**src/rtl/cv32e40px_xif_id_tracker.sv**
```systemverilog
// Tracks offloaded CORE-V-XIF instructions from issue through commit to result:
// allocates ids, throttles issue, exposes pending-writeback registers and flags protocol errors.
module cv32e40px_xif_id_tracker #(
  parameter int unsigned X_ID_WIDTH      = 4,
  parameter int unsigned MAX_OUTSTANDING = 4,
  parameter int unsigned X_DUALWRITE     = 1,
  localparam int unsigned CNT_W          = $clog2(MAX_OUTSTANDING + 1)
) (
  input  logic                  clk_i,
  input  logic                  rst_i,
  input  logic                  issue_valid_i,
  input  logic                  x_issue_ready_i,
  output logic                  issue_allowed_o,
  output logic [X_ID_WIDTH-1:0] issue_id_o,
  input  logic [4:0]            issue_rd_i,
  input  logic                  issue_accept_i,
  input  logic                  issue_writeback_i,
  input  logic                  issue_dualwrite_i,
  input  logic                  commit_valid_i,
  input  logic [X_ID_WIDTH-1:0] commit_id_i,
  input  logic                  commit_kill_i,
  input  logic                  result_valid_i,
  output logic                  result_ready_o,
  input  logic [X_ID_WIDTH-1:0] result_id_i,
  output logic [CNT_W-1:0]      outstanding_o,
  output logic [31:0]           rd_busy_o,
  output logic                  idle_o,
  output logic                  protocol_err_o
);

  localparam int unsigned NumIds = 2 ** X_ID_WIDTH;

  typedef enum logic [1:0] {StFree, StIssued, StCommitted} entry_state_e;

  entry_state_e          r_state [NumIds];
  entry_state_e          w_state_d [NumIds];
  logic                  r_wb    [NumIds];
  logic [4:0]            r_rd    [NumIds];
  logic                  r_dual  [NumIds];
  logic [X_ID_WIDTH-1:0] r_next_id;
  logic [CNT_W-1:0]      r_cnt;
  logic                  r_err;
  logic                  r_run;

  logic        w_issue_fire, w_alloc, w_dual_req, w_odd_dual;
  logic        w_commit_ok, w_kill, w_result_fire, w_result_ok, w_err_evt;
  logic [31:0] w_busy;

  assign w_issue_fire  = issue_valid_i & issue_allowed_o & x_issue_ready_i;
  assign w_alloc       = w_issue_fire & issue_accept_i;
  assign w_dual_req    = issue_dualwrite_i & (X_DUALWRITE != 0);
  assign w_odd_dual    = w_alloc & w_dual_req & issue_rd_i[0];

  // All legality checks look at the pre-edge table; a same-cycle issue never makes an id ISSUED.
  assign w_commit_ok   = commit_valid_i && (r_state[commit_id_i] == StIssued);
  assign w_kill        = w_commit_ok & commit_kill_i;
  assign w_result_fire = result_valid_i & result_ready_o;
  assign w_result_ok   = w_result_fire && (r_state[result_id_i] == StCommitted) &&
                         !(commit_valid_i && (commit_id_i == result_id_i));
  assign w_err_evt     = (commit_valid_i & ~w_commit_ok) | (w_result_fire & ~w_result_ok) |
                         w_odd_dual;

  assign issue_id_o      = r_next_id;
  assign issue_allowed_o = r_run && (r_cnt < CNT_W'(MAX_OUTSTANDING)) &&
                           (r_state[r_next_id] == StFree);
  assign result_ready_o  = r_run;
  assign outstanding_o   = r_cnt;
  assign idle_o          = (r_cnt == '0);
  assign protocol_err_o  = r_err;

  always_comb begin
    w_state_d = r_state;
    for (int i = 0; i < NumIds; i++) begin
      if (w_alloc && (r_next_id == X_ID_WIDTH'(i))) begin
        w_state_d[i] = StIssued;
      end else if (w_commit_ok && (commit_id_i == X_ID_WIDTH'(i))) begin
        w_state_d[i] = commit_kill_i ? StFree : StCommitted;
      end else if (w_result_ok && (result_id_i == X_ID_WIDTH'(i))) begin
        w_state_d[i] = StFree;
      end
    end
  end

  always_comb begin
    w_busy = '0;
    for (int i = 0; i < NumIds; i++) begin
      if ((r_state[i] != StFree) && r_wb[i]) begin
        w_busy[r_rd[i]] = 1'b1;
        if (r_dual[i]) w_busy[r_rd[i] + 5'd1] = 1'b1;
      end
    end
  end

  assign rd_busy_o = {w_busy[31:1], 1'b0};

  always_ff @(posedge clk_i or posedge rst_i) begin
    if (rst_i) begin
      for (int i = 0; i < NumIds; i++) begin
        r_state[i] <= StFree;
        r_wb[i]    <= 1'b0;
        r_rd[i]    <= '0;
        r_dual[i]  <= 1'b0;
      end
      r_next_id <= '0;
      r_cnt     <= '0;
      r_err     <= 1'b0;
      r_run     <= 1'b0;
    end else begin
      r_state <= w_state_d;
      if (w_alloc) begin
        r_wb[r_next_id]   <= issue_writeback_i;
        r_rd[r_next_id]   <= issue_rd_i;
        // An odd rd cannot name a register pair, so only rd itself is tracked.
        r_dual[r_next_id] <= w_dual_req & ~issue_rd_i[0];
        r_next_id         <= r_next_id + 1'b1;
      end
      r_cnt <= r_cnt + CNT_W'(w_alloc) - CNT_W'(w_kill) - CNT_W'(w_result_ok);
      r_err <= r_err | w_err_evt;
      r_run <= 1'b1;
    end
  end

endmodule
```
**config.mk**
```make
export PLATFORM = sky130hd
export DESIGN_NAME = cv32e40px_xif_id_tracker
export DESIGN_NICKNAME = d
export VERILOG_FILES = /design/src/rtl/cv32e40px_xif_id_tracker.sv
export SDC_FILE = /design/constraint.sdc
export NUM_CORES = 1
export LEC_CHECK = 0
export BUFFER_PORTS_ARGS = -buffer_cell sky130_fd_sc_hd__buf_4
export CAP_MARGIN = 10
export CORE_MARGIN = 2
export CORE_UTILIZATION = 25
export DETAILED_ROUTE_END_ITERATION = 8
export SKIP_LAST_GASP = 1
export SLEW_MARGIN = 0
export SYNTH_ARGS = -nofsm -noshare
export SYNTH_HDL_FRONTEND = slang
export SYNTH_SLANG_ARGS = --single-unit
```
**constraint.sdc**
```tcl
create_clock -name clk_i -period 11.77 [get_ports clk_i]
set_input_delay 0 -clock clk_i [delete_from_list [all_inputs] [get_ports clk_i]]
set_output_delay 0 -clock clk_i [all_outputs]
set_load 0.005 [all_outputs]
```
-- After elaboration in Yosys (flattened, before gate mapping)
Cells that the tools add are included.
- register bits: 153
- latch bits: 0
- bits in writable memories: 0
- memory bits (read-only): 0
- logic and storage cells: 557
- memories kept: 0
- $add $sub $neg: 20
- $mul: 0
- div/mod/pow operators: 0
- magnitude comparators: 69
- eq/ne operators: 48
- shifts and indexed selects: 0
- mux-type cells: 161
- bitwise operators: 50
- reductions and logical operators: 141
- operators with widths (operator ; number):
    $mux 32 ; 32
    $or 32x32->32 ; 31
    $lt 5x6->1 const B ; 32
    $demux 1 s5 ; 32
    $ge 5x1->1 const B ; 32
    $mux 2 ; 55
    $logic_and 1x1->1 ; 103
    $eq 4x4->1 const B ; 24
    $add 5x1->5 const B ; 16
    $bwmux 80 ; 1
    $eq 4x3->1 const B ; 12
    $reduce_bool 3->1 ; 16
    $mux 1 ; 33
    $bwmux 16 ; 2
    $reduce_bool 2->1 ; 16
    $bmux 2 s4 ; 3
    $eq 4x2->1 const B ; 6
    $demux 5 s4 ; 1
    $ge 5x5->1 const B ; 3
    $not 4->5 ; 3
    $eq 4x1->1 const B ; 3
    $logic_not 4->1 ; 3
    $and 1x1->1 ; 10
    $sub 3x1->3 ; 2
    14 further kinds ; 18

-- Longest topological paths before layout
- word-level depth: 68
- mapped depth: 13

-- Worst setup path after synthesis
OpenSTA, ideal clock, no wires.
- kind: register to register
- start point: reg r_state[2] (netlist name)
- end point: reg r_cnt[2], in the netlist outstanding_o[2]
- setup time: 124 ps
- data arrival time: 2621 ps
- data required time: 11646 ps
- setup slack: 9024 ps
- stages on the path, launching flop included: 12
- period minus slack after synthesis: 2746 ps
- cell sequence: dfrtp_1 mux4_2 mux2i_1 mux2_2 nor2_1 and3_1 fa_1 ha_1 inv_1 ha_1 xnor2_1 xnor2_1
- cells in the longest elaborated chain, start to end: 11
- ends and longest elaborated chain (what ; RTL line ; text):
    start, declared ; 35 ; entry_state_e r_state [NumIds];
    start signal, assigned by index ; 99 ; r_state[i] <= StFree;
    start signal, assigned ; 109 ; r_state <= w_state_d;
    $bmux 2 s4 ; 65 ; (r_state[r_next_id] == StFree);
    $mux 2 (not written as such) (2 in series) ; 65 ;
    $logic_not 2->1 ; 65 ;
    $logic_and 1x1->1 ; 64 ; assign issue_allowed_o = r_run && (r_cnt < CNT_W'(MAX_OUTSTANDING)) &&
    $and 1x1->1 (2 in series) ; 49 ; assign w_issue_fire = issue_valid_i & issue_allowed_o & x_issue_ready_i;
    $and 1x1->1 ; 50 ; assign w_alloc = w_issue_fire & issue_accept_i;
    $add 3x1->3 ; 117 ; r_cnt <= r_cnt + CNT_W'(w_alloc) - CNT_W'(w_kill) - CNT_W'(w_result_ok);
    $sub 3x1->3 ; 117 ;
    $sub 3x1->3 * ; 117 ;
    end signal, assigned ; 117 ;
    end, declared ; 41 ; logic [CNT_W-1:0] r_cnt;
Mark *: on every way between the ends. The rest lies on a longest branch, timed or not. The select of a mux whose other input is x is not followed.
A chain may end at the register's enable or synchronous reset.

-- Worst setup path after layout
- start point: reg r_state[7] (netlist name)
- end point: out rd_busy_o[14]
- cells in the longest elaborated chain, start to end: 15
- ends and longest elaborated chain (what ; RTL line ; text):
    $reduce_bool 2->1 * ; 87 ; if ((r_state[i] != StFree) && r_wb[i]) begin
    $logic_and 1x1->1 * ; 87 ;
    $mux 32 * ; 87 ;
    $or 32x32->32 (no source line) (2 in series) ; n/a ;
    $mux 32 ; 89 ; if (r_dual[i]) w_busy[r_rd[i] + 5'd1] = 1'b1;
    $mux 32 * ; 87 ;
    $or 32x32->32 (no source line) (2 in series) ; n/a ;
    $mux 32 ; 89 ;
    $mux 32 * ; 87 ;
    $or 32x32->32 (no source line) (2 in series) ; n/a ;
    $mux 32 ; 89 ;
    $mux 32 * ; 87 ;
    end, declared ; 26 ; output logic [31:0] rd_busy_o,
Mark *: on every way between the ends. The rest lies on a longest branch, timed or not.

==> impl_metrics.py <==
metrics = {
    "run_status": {
        "outcome": "complete, but fails checks",
        "violations": "hold timing",
    },
    "timing": {
        "setup_viol": 0,
        "tns_ns": 0,
        "hold_viol_final": 1,
        "fmax_mhz": 253.8,
        "finalWorstPathRequiredPeriod_ns": 3.941,
        "holdWs_ns": -0.002955,
        "drv_slew": 0,
        "relSlewSlack_pct": 17.03,
        "worst_pin_slew_ns": 1.236,
        "skew_ns": 0.01169,
        "rsz0062_at_grt": "no",
        "period_share_pct": 33.48,
        "setup_ws_ns": 7.829,
    },
    "cells_and_area": {
        "areaGrowthSynthToFinish_pct": 13.65,
        "seqCellArea_sq_um": 3829,
        "nNetsFinal": 1724,
        "drive_gt1_share_pct": 18.00,
        "fillCellCount": 5819,
        "multi_input_area_sq_um": 9105,
        "fin_area_sq_um": 15400,
    },
    "yosys": {
        "synth_edf_count": 0,
        "synth-seq-cells": 153,
        "synth_largest_area_cell": "dfrtp_1",
        "synth_cell_types": 89,
        "syn_area_sq_um": 13550,
        "synth_warnings": 0,
        "synth_top_area_share_pct": 28.25,
        "ys_seq_area_share_pct": 28.25,
        "postSynthCellCount": 1678,
        "synth_fp_nets": 1709,
        "synthArstFlopShare_pct": 100.0,
        "ys.flop_type": "dfrtp_1",
        "synthTopCellsByArea": "dfrtp_1 28%, mux2_2 8.8%, nor2_1 4.2%",
        "synth_area_per_cell_sq_um": 8.078,
        "synthTopCellsByCount": "153 x dfrtp_1, 153 x nor2_1, 142 x nand2_1",
    },
    "cts": {
        "cts_tree": "built",
        "root_buffer": "clkbuf_16",
        "clockBufferDepth": 2,
        "path_clk_slew_ns": 0.07,
        "cts_buffers": 17,
        "cts_max_level": 4,
        "cts_sinks": 153,
        "clkLatencyLatePin_ns": 0.44,
    },
    "critical_path": {
        "critPathMaxFanout": 6,
        "cpMaxStageDelayCell": "a311oi_1",
        "crit_buf_inv": 1,
        "crit_path_end_kind": "output port",
        "crit_family": "compound AO/OA/AOI/OAI gates",
        "start_kind": "flop",
        "setup.worst_path.class": "flop to output port",
        "critPathRequiredTime_ns": 11.77,
        "arrival_ns": 3.94,
        "path_cells": "o21ai_0, a21oi_1, and2_1, o2bb2ai_1, a311oi_1, nand3_1, buf_4",
        "rrSetupSlack_ns": 8.30,
        "slowest_delay_ns": 0.98,
    },
    "grt": {
        "use_met2_pct": 49.69,
        "antenna_found_initial": 6,
        "grtUsageMet3_pct": 4.745,
        "grt_usage_pct": 32.02,
        "grt_pass1_wl_um": 125000,
        "grt_busiest_layer": "met2",
        "first_global_vias": 14860,
        "overflow": 0,
        "grt_start_max_net_pins": 79,
        "grt_util_met1_pct": 43.05,
    },
    "routing": {
        "drt_wl_total_um": 91080,
        "drtIter0Drc": 2329,
        "vias": 15680,
        "avgRoutedWirePerCell_um": 37.88,
        "vias_per_cell": 6.521,
        "antenna_left": 0,
        "drc": 0,
        "drtPass1Iterations": 5,
    },
    "floorplan": {
        "placement_rows": 85,
        "fp.dieArea_sq_um": 56100,
        "fp.dieW_um": 236.8,
        "initial_core_util_pct": 25.24,
        "core_sq_um": 53710,
        "die_y_um": 236.8,
        "pin_count": 66,
    },
    "placed_design": {
        "gp_congestion": 1.088,
        "port_buffers": 64,
        "place_ws_ns": 8.434,
        "post_dp_cell_area_sq_um": 14780,
        "dpl.hpwl_um": 73550,
    },
    "pwr": {
        "power_density_nw_per_um2": 124.8,
        "peakVddDrop_mv": 0.09285,
        "leakage_nw": 5.801,
    },
    "flow_run": {
        "maxCapViolCount": 0,
    },
    "min_path": {
        "hold_path.class": "input pin to flop",
    },
}
## power by group
| part | leakage (nW) | switching, mW | internal [mW] |
|---|---|---|---|
| Clock | 0.264 | 0.249 | 0.287 |
| Combinational | 3.45 | 0.365 | 0.203 |
| Sequential | 2.09 | 0.226 | 0.592 |
| Total | 5.80 | 0.840 | 1.08 |
## metal layers
| layer | wire (um) | vias up |
|---|---|---|
| met3 | 7237 | 211 |
| met4 | 5890 | 6 |
| li1 | - | 6457 |
| met5 | 39 | - |
| met1 | 37840 | 8002 |
| met2 | 40060 | 1001 |
## placed cells by master (no fill, tap or decap), types with 15 or more instances in the layout
cell	count
a32oi_1	23
a21oi_1	37
o21ai_0	59
and3_1	28
inv_1	38
nand2_1	142
clkbuf_16	17
o32ai_1	21
nor2b_1	36
nor2_1	153
buf_4	109
or2_2	15
nor4_1	38
or3_1	21
a22oi_1	24
a2111oi_0	15
nor3_1	98
nor3b_1	20
nand4_1	27
nand3b_1	20
a31oi_1	22
nand2b_1	71
o22ai_1	32
dfrtp_1	153
mux2_2	106
nand3_1	73
## registers in the layout, summed over array words and instances, names as in the netlist
signal and count:
outstanding_o 3, protocol_err_o 1, result_ready_o 1, r_rd 80, r_wb 16, r_state 32
r_dual 16, issue_id_o 4
## layout make-up
| class | count | area share [%] |
|---|---|---|
| antenna | 2 | 0.03249 |
| clock buffer | 20 | 2.965 |
| clock inverter | 12 | 0.6823 |
| inverter | 40 | 1.007 |
| multi-input combinational | 1366 | 59.10 |
| sequential | 153 | 24.85 |
| tap | 696 | 5.653 |
| timing repair buffer | 115 | 5.702 |
## stage by stage
stage               power [mW]  instances  utilization [%]
floorplan                1.044       1678                -
global placement         1.361       2364            27.52
detailed placement       1.358       2364            27.52
CTS                      1.897       2402            28.67
global route             1.982       2402            28.67
finish                   1.922       2404            28.68
## cells by family after synthesis
family	Yosys count	share of synthesized area (%)
AOI/OAI and AO/OA	411	22.18
buffers and inverters	159	4.652
other	2	0.05541
DFF	153	28.25
xor gates and xnor gates	8	0.5170
muxes	138	12.22
adders and majority gates	8	0.7938
and+or+nand+nor	799	31.33
## repair_timing
item	CTS	global route
resized for setup	0	0
buffers inserted	0	0
hold buffers	6	0
hold endpoints to repair	86	0
## final timing paths
path | start | end | cells after the start
min in group asynchronous | rst_i | result_ready_o | 3
setup reg to reg | r_state[18] | outstanding_o[2] | 10
setup / recovery | r_state[7] | rd_busy_o[14] | 7
max in group asynchronous | rst_i | r_rd[4] | 4
hold / removal | issue_writeback_i | r_wb[3] | 2
hold reg to reg | r_wb[10] | r_wb[10] | 1
(Power assumes the default switching activity.)
